[config.mk]
export PLATFORM = sky130hd
export DESIGN_NAME = fsm_debounce_filter
export DESIGN_NICKNAME = d
export VERILOG_FILES = /design/src/rtl/fsm_debounce_filter.sv
export SDC_FILE = /design/constraint.sdc
export NUM_CORES = 1
export LEC_CHECK = 0
export CORE_AREA = 2 2 39 41
export CTS_CLUSTER_DIAMETER = 60
export DETAILED_ROUTE_END_ITERATION = 7
export DIE_AREA = 0 0 41 43
export PLACE_DENSITY = 0.44
export SYNTH_ARGS = -nofsm -noshare
export SYNTH_HDL_FRONTEND = slang
export SYNTH_SLANG_ARGS = --single-unit
[constraint.sdc]
create_clock -name clk -period 1.24 [get_ports clk]
set_input_delay 0.186 -clock clk [delete_from_list [all_inputs] [get_ports clk]]
set_output_delay 0.186 -clock clk [all_outputs]
set_load 0.02 [all_outputs]
[src/rtl/fsm_debounce_filter.sv]
// fsm_debounce_filter: synchronises a raw level and debounces it into out with rise/fall/glitch strobes
module fsm_debounce_filter #(
   parameter int   SYNC_STAGES     = 2,
   parameter int   DEBOUNCE_CYCLES = 4,
   parameter logic RESET_LEVEL     = 1'b0
) (
   input  logic clk,
   input  logic reset,
   input  logic in,
   output logic out,
   output logic rise,
   output logic fall,
   output logic glitch
);
   localparam int CW = $clog2(DEBOUNCE_CYCLES + 1);
   localparam logic [CW-1:0] LAST = CW'(DEBOUNCE_CYCLES - 1);
   localparam logic [1:0] STABLE_LO = 2'b00;
   localparam logic [1:0] CHK_HI    = 2'b01;
   localparam logic [1:0] STABLE_HI = 2'b10;
   localparam logic [1:0] CHK_LO    = 2'b11;
   logic [SYNC_STAGES-1:0] sync;
   logic [1:0] state, state_n;
   logic [CW-1:0] cnt, cnt_n;
   logic s, diff, accept, abort;
   assign s = sync[SYNC_STAGES-1];
   // bit 1 of the state encoding is the debounced level, so out is the state flop itself
   assign out = state[1];
   // synchroniser chain, forced to the reset level so no spurious change follows reset
   always_ff @(posedge clk)
      if (reset) sync <= {SYNC_STAGES{RESET_LEVEL}};
      else sync <= {sync[SYNC_STAGES-2:0], in};
   // stable states hold cnt at 0, so one compare against N-1 covers both the N==1 and counting cases
   always_comb begin
      diff    = s != out;
      accept  = diff && cnt == LAST;
      abort   = state[0] && !diff;
      state_n = accept ? (out ? STABLE_LO : STABLE_HI) :
                abort  ? (out ? STABLE_HI : STABLE_LO) :
                diff   ? (out ? CHK_LO : CHK_HI) : state;
      cnt_n   = diff && !accept ? cnt + CW'(1) : '0;
   end
   // state, counter and registered strobes
   always_ff @(posedge clk)
      if (reset) begin
         state  <= RESET_LEVEL ? STABLE_HI : STABLE_LO;
         cnt    <= '0;
         rise   <= 1'b0;
         fall   <= 1'b0;
         glitch <= 1'b0;
      end else begin
         state  <= state_n;
         cnt    <= cnt_n;
         rise   <= accept && !out;
         fall   <= accept && out;
         glitch <= abort;
      end
endmodule
==> results of run 1 <==
[per-stage QoR]
stage                     worst slack, ps  cells  utilization
after floorplan                       170     26            -
after global placement               19.3     49        0.314
after global routing                 27.1     52        0.328
after detailed placement             9.31     49        0.314
final                                 133     52        0.328
after CTS                            57.5     52        0.326
[sequential cells by signal (all words and copies together), names as in the netlist]
name and count:
fall 1, sync 2, state 2, cnt 3
glitch 1, rise 1
[final timing paths]
check          from       end  slack (ps)  cells past startpoint
max          cnt[0]  state[1]         130                      4
min          cnt[0]    cnt[0]         440                      1
max reg2reg  cnt[0]  state[1]         130                      4
min reg2reg  cnt[0]    cnt[0]         440                      1
[layer usage]
metal,part of all wire,vias to the layer above
li1,-,114
met3,0.10,0
met5,0,-
met4,0,0
met2,0.48,5
met1,0.42,93
[critical path, stage by stage, from the launching register on]
cell                      delay [ps]
sky130_fd_sc_hd__dfxtp_1         340
sky130_fd_sc_hd__ha_1            150
sky130_fd_sc_hd__ha_2            250
sky130_fd_sc_hd__mux2i_1         200
sky130_fd_sc_hd__nor2_1           50
[cells in the mapped netlist]
library cell / n
sky130_fd_sc_hd__nor4_1: 2
sky130_fd_sc_hd__inv_1: 1
sky130_fd_sc_hd__xnor2_2: 1
sky130_fd_sc_hd__nor3_1: 1
sky130_fd_sc_hd__nor2_1: 1
sky130_fd_sc_hd__dfxtp_1: 10
sky130_fd_sc_hd__and4bb_2: 2
sky130_fd_sc_hd__nor4b_2: 1
sky130_fd_sc_hd__and3b_2: 1
sky130_fd_sc_hd__buf_2: 1
sky130_fd_sc_hd__mux2i_1: 1
sky130_fd_sc_hd__ha_1: 2
sky130_fd_sc_hd__nor2b_1: 2
[cells in the final DEF (no fill, tap or decap), types with 2 or more instances in the layout]
cell / synthesis / layout
sky130_fd_sc_hd__dfxtp_1: 10 / 10
sky130_fd_sc_hd__dlygate4sd2_1: 0 / 4
sky130_fd_sc_hd__clkbuf_4: 0 / 3
sky130_fd_sc_hd__nor4_1: 2 / 2
sky130_fd_sc_hd__nor2b_1: 2 / 2
sky130_fd_sc_hd__and4bb_2: 2 / 2
sky130_fd_sc_hd__clkdlybuf4s50_1: 0 / 2
sky130_fd_sc_hd__buf_4: 0 / 2
[power by group]
group	internal [mW]	total (mW)	leakage, nW	switching [mW]
combinational	0.0139	0.0230	0.0956	0.00911
sequential	0.327	0.329	0.0812	0.00278
clock	0.112	0.213	0.0138	0.102
[cell type report]
type / instances / area, um^2 / share of cell area
Inverter: 1 / 3.75 / 0.00826
Clock buffer: 3 / 22.5 / 0.0496
Tap cell: 16 / 20.0 / 0.0441
Multi-Input combinational cell: 14 / 138 / 0.303
Timing Repair Buffer: 8 / 70.1 / 0.154
Sequential cell: 10 / 200 / 0.441
[timing repair]
item / in CTS / in global routing
hold buffers: 0 / 0
setup endpoints to repair: 4 / 2
gates resized for setup: 4 / 1
endpoints found under the hold margin: 0 / 0
[cells by family after synthesis]
kind of cell | synth area share
fa+ha+maj | 0.0727
mux | 0.0291
flops | 0.582
xor+xnor | 0.0473
simple gates | 0.244
buf+inv | 0.0254
==> impl_summary.txt, run 1 <==
----------------------------------------------------
[Worst hold path]
  Tightest Hold Check Type ... register to register

[Drt]
  Number of DRC markers in iteration 0 ... 3
  Antenna Nets Post-Route ... 0
  Vias after detailed routing ... 212
  Drt first pass iters ... 2
  Average routed wire per standard cell ... 9.96 um
  Post-detailed-route DRC marker count ... 0
  Final routed wirelength across all metal layers ... 518 um
  Detailed-route vias per instance ... 4.08

[Placement]
  Detailed Place HPWL ... 385 um
  Port bufs ... 6
  Instance area at placement ... 434 um^2
  Routability congestion estimate ... 0.619

[Logic synthesis]
  Average cell area after synthesis ... 13.2 um^2
  Sequential area share after synthesis ... 0.582
  Cells after Synth ... 26
  Number of distinct library cells after synthesis ... 13
  Cell taking the most area after synthesis ... sky130_fd_sc_hd__dfxtp_1
  Synth Cell Area ... 344 um^2
  Post-Synthesis Net Count ... 31
  Flops & latches, synth ... 10
  Main area contributors after synthesis ... sky130_fd_sc_hd__dfxtp_1, sky130_fd_sc_hd__and4bb_2, sky130_fd_sc_hd__ha_1, sky130_fd_sc_hd__xnor2_2, sky130_fd_sc_hd__nor4b_2
  Warning count from the yosys run ... 0
  Top cell type's share of synthesized area ... 0.582

[Global routing]
  Number of antenna violations at the first check in global routing ... 0
  Most crowded layer after global routing ... met2
  Met3 demand-to-capacity share in global routing ... 0.0733
  GRT overflow ... 0
  Global-route met2 utilization ... 0.100
  Global-route wire length before repair ... 890 um
  Met1 Usage GRT ... 0.0784
  Maximum number of pins on one net before global-route repair ... 10
  Overall track demand over capacity in global routing ... 0.0858
  Vias in the first global route ... 213

[Layout]
  Final Cell Area ... 454 um^2
  Net count, final ... 43
  Signed area change from the synthesized netlist to the final layout ... 32.0%
  Ratio of cells with drive above 1 in the final layout ... 0.306
  Fillers ... 152
  # diodes ... 0

[Floorplan]
  Area of the core ... 0.00138 mm^2
  # IOs ... 7
  FP Rows ... 14
  DIE HEIGHT ... 43 um
  Effective utilization at floorplan ... 0.249
  Width of the chip ... 41 um
  Die Footprint ... 0.00176 mm^2

[Critical path]
  Worst path arrival time ... 1250 ps
  Endpoint required time on the critical path ... 1380 ps
  Type of the worst setup path ... register to register
  Crit. End Element ... register
  Maximum fanout along the worst path ... 7
  Sort of element at the start of the critical path ... register

[STA]
  Fin crit share ... 0.893
  Min Tclk post-route ... 1110 ps
  Slew at the pin closest to its max-slew limit ... 306 ps
  Max-Slew Margin vs Limit ... 0.795
  Highest Clock Rate ... 903 MHz
  Setup TNS after final layout ... 0 ps
  Final hold slack ... 438 ps
  Final setup skew ... 1.78 ps
  Total count of max-transition violations in the final report ... 0
  Final Hold Viols ... 0
  Final setup violating endpoints ... 0
  RSZ-0062 raised after global routing ... false

[CTS]
  Root buffer cell ... sky130_fd_sc_hd__clkbuf_4
  Sink count of the clock tree ... 10
  CTS H-tree depth ... 1
  Count of buffers added by post-CTS timing repair for setup ... 0
  Clock transition at path regs ... 60 ps
  Total clock buffers created by CTS ... 3
  Clock tree from TritonCTS ... done
  Clock network latency to the later pin of the worst-skew pair ... 260 ps
  Worst-case clock buffer depth ... 2

[Power]
  Total power after layout ... 0.566 mW
  Leakage power ... 0.191 nW
  Total power density per cell area ... 1250 mW/mm^2
  Max rail drop VDD ... 608 uV

[Run status]
  Run status ... finished clean

[Run]
  Max-cap violations ... 0

----------------------------------------------------
Power figures use the tool's default switching activity.
==> inputs of run 2 (changes only) <==
--- a/config.mk
+++ b/config.mk
@@ -5,11 +5,12 @@
 export SDC_FILE = /design/constraint.sdc
 export NUM_CORES = 1
 export LEC_CHECK = 0
-export CORE_AREA = 2 2 39 41
+export CORE_AREA = 4 4 41 43
 export CTS_CLUSTER_DIAMETER = 60
 export DETAILED_ROUTE_END_ITERATION = 7
-export DIE_AREA = 0 0 41 43
+export DIE_AREA = 0 0 45 47
 export PLACE_DENSITY = 0.44
 export SYNTH_ARGS = -nofsm -noshare
 export SYNTH_HDL_FRONTEND = slang
 export SYNTH_SLANG_ARGS = --single-unit
+export TNS_END_PERCENT = 5
==> run 2 against run 1 <==
  * Sequential share of layout area fell by 2.4 points
  * Flip-flop and latch count did not move
  * Total power rose by 13%
  * Sequential power barely moved
  * Final area rose by 5.8%
  * Fmax fell by 0.68%
  * Global-route usage fell by 1.7 points
==> impl_summary.txt, run 2 (synthesis results as in run 1) <==
----------------------------------------------------
[Global routing]
  Most crowded layer after global routing ... met2 (unchanged)
  Met3 demand-to-capacity share in global routing ... 0.0268 (was 0.0733)
  Global-route wire length before repair ... 1.03 mm (was 890 um)
  Overall track demand over capacity in global routing ... 0.0690 (was 0.0858)
  Maximum number of pins on one net before global-route repair ... 8 (was 10)
  Number of antenna violations at the first check in global routing ... 0 (unchanged)
  Met1 Usage GRT ... 0.0645 (was 0.0784)
  Global-route met2 utilization ... 0.121 (was 0.100)
  GRT overflow ... 0 (unchanged)
  Vias in the first global route ... 266 (was 213)

[Layout]
  Most common cell after layout, fill and taps aside ... sky130_fd_sc_hd__dfxtp_1 (unchanged)
  Final core utilization ... 0.369 (was 0.328)
  Largest register FFs ... 3 (unchanged)
  Net count, final ... 44 (was 43)
  Registers with the most flip-flops ... cnt: 3 flops, state: 2 flops, sync: 2 flops (unchanged)
  Signed area change from the synthesized netlist to the final layout ... 39.6% (was 32.0%)
  Commonest cells after routing, fill and taps aside ... sky130_fd_sc_hd__dfxtp_1, sky130_fd_sc_hd__dlygate4sd2_1, sky130_fd_sc_hd__clkbuf_4, sky130_fd_sc_hd__buf_4 (was sky130_fd_sc_hd__dfxtp_1, sky130_fd_sc_hd__dlygate4sd2_1, sky130_fd_sc_hd__clkbuf_4)
  # diodes ... 0 (unchanged)
  Fillers ... 148 (was 152)
  Ratio of cells with drive above 1 in the final layout ... 0.368 (was 0.306)
  Most flop-heavy register ... cnt (unchanged)

[Floorplan]
  Die Footprint ... 0.00212 mm^2 (was 0.00176 mm^2)
  FP Rows ... 13 (was 14)
  # IOs ... 7 (unchanged)
  Effective utilization at floorplan ... 0.264 (was 0.249)
  Width of the chip ... 45 um (was 41 um)
  Area of the core ... 0.00130 mm^2 (was 0.00138 mm^2)
  DIE HEIGHT ... 47 um (was 43 um)

[STA]
  Max-Slew Margin vs Limit ... 0.791 (was 0.795)
  Final setup violating endpoints ... 0 (unchanged)
  Slew at the pin closest to its max-slew limit ... 311 ps (was 306 ps)
  Final Hold Viols ... 0 (unchanged)
  Total count of max-transition violations in the final report ... 0 (unchanged)
  Final hold slack ... 438 ps (about the same)
  Min Tclk post-route ... 1110 ps (about the same)
  Setup TNS after final layout ... 0 ps (unchanged)
  Fin crit share ... 0.899 (was 0.893)
  RSZ-0062 raised after global routing ... false (unchanged)
  Final setup skew ... 7.98 ps (was 1.78 ps)
  Highest Clock Rate ... 897 MHz (was 903 MHz)
  Post-layout worst setup margin ... 125 ps (was 133 ps)

[Worst hold path]
  Tightest Hold Check Type ... register to register (unchanged)

[CTS]
  Worst-case clock buffer depth ... 2 (unchanged)
  Sink count of the clock tree ... 10 (unchanged)
  Root buffer cell ... sky130_fd_sc_hd__clkbuf_4 (unchanged)
  Clock tree from TritonCTS ... done (unchanged)
  Total of hold buffers inserted after clock tree synthesis ... 0 (unchanged)
  Clock transition at path regs ... 70 ps (was 60 ps)
  CTS H-tree depth ... 1 (unchanged)
  Total clock buffers created by CTS ... 3 (unchanged)
  Clock network latency to the later pin of the worst-skew pair ... 260 ps (about the same)

[Drt]
  Detailed-route vias per instance ... 4.15 (was 4.08)
  Post-detailed-route DRC marker count ... 0 (unchanged)
  Antenna Nets Post-Route ... 0 (unchanged)
  Vias after detailed routing ... 220 (was 212)
  Drt first pass iters ... 1 (was 2)
  Number of DRC markers in iteration 0 ... 0 (was 3)
  Final routed wirelength across all metal layers ... 559 um (was 518 um)
  Average routed wire per standard cell ... 10.5 um (was 9.96 um)

[Run]
  Max-cap violations ... 0 (unchanged)

[Placement]
  Placement Setup Slack ... 61.2 ps (was 9.31 ps)
  Detailed Place HPWL ... 438 um (was 385 um)
  Routability congestion estimate ... 0.625 (was 0.619)
  Port bufs ... 6 (unchanged)

[Critical path]
  Crit. End Element ... register (unchanged)
  Endpoint required time on the critical path ... 1410 ps (was 1380 ps)
  Sort of element at the start of the critical path ... register (unchanged)
  Ordered cell list for the critical path ... ha_1 > ha_2 > nor4_2 (was ha_1 > ha_2 > mux2i_1 > nor2_1)
  Type of the worst setup path ... register to register (unchanged)
  Worst path slowest cell ... sky130_fd_sc_hd__dfxtp_1 (unchanged)
  Worst path arrival time ... 1290 ps (was 1250 ps)
  Critical Path Max Stage Delay ... 320 ps (was 340 ps)
  Maximum fanout along the worst path ... 2 (was 7)

[Power]
  Leakage power ... 0.203 nW (was 0.191 nW)
  Total power density per cell area ... 1340 mW/mm^2 (was 1250 mW/mm^2)
  Total power after layout ... 0.642 mW (was 0.566 mW)
  Max rail drop VDD ... 526 uV (was 608 uV)

[Run status]
  Run status ... finished clean (unchanged)

----------------------------------------------------
-- run 2: cell types whose count changed in the layout (fill, tap and decap cells not counted), sizes merged --
cell	previous run	this run
buf	2	3
clkbuf	3	4
-- run 2: final timing paths --
kind / start / endpoint / slack (ps) / cells past startpoint
hold reg to reg: cnt[0] / cnt[0] / 440 / 1
setup / recovery: cnt[0] / cnt[2] / 130 / 3
hold / removal: cnt[0] / cnt[0] / 440 / 1
setup reg to reg: cnt[0] / cnt[2] / 130 / 3
-- run 2: layout make-up --
cell class | count | area, um^2 | area share
sequential | 10 | 200 | 0.417
multi-input combinational | 14 | 144 | 0.299
inverter | 1 | 3.75 | 0.00781
tap | 15 | 18.8 | 0.0391
timing repair buffer | 9 | 77.6 | 0.161
clock buffer | 4 | 36.3 | 0.0755
-- run 2: critical path: cells and delay by family, from the launching register on --
family,cells,cell delay [ps]
flops,1,320
fa+ha+maj,2,460
simple gates,1,270
-- run 2: what timing repair did --
action / CTS / global route
setup buffers: 0 / 0
pin swaps: 0 / 0
setup endpoints to repair: 4 / 2
gates resized for setup: 4 / 2
-- run 2: routing by layer --
metal,routed length [um],part of all wire
met1,228,0.41
met2,291,0.52
met3,39,0.070
met4,0,0
met5,0,0
-- run 2: where the power goes --
| part | internal (mW) | switching [mW] | total (mW) | leakage [nW] |
|---|---|---|---|---|
| logic | 0.0159 | 0.0101 | 0.0260 | 0.101 |
| clock network | 0.178 | 0.109 | 0.287 | 0.0210 |
| registers | 0.326 | 0.00268 | 0.329 | 0.0812 |
-- run 2: metrics by stage --
| step | std cells | cell area (um^2) |
|---|---|---|
| 6_report | 53 | 480 |
| 5_1_grt | 53 | 480 |
| 4_1_cts | 53 | 472 |
| 3_5_place_dp | 49 | 440 |
| 3_3_place_gp | 49 | 440 |
| 2_1_floorplan | 26 | 344 |
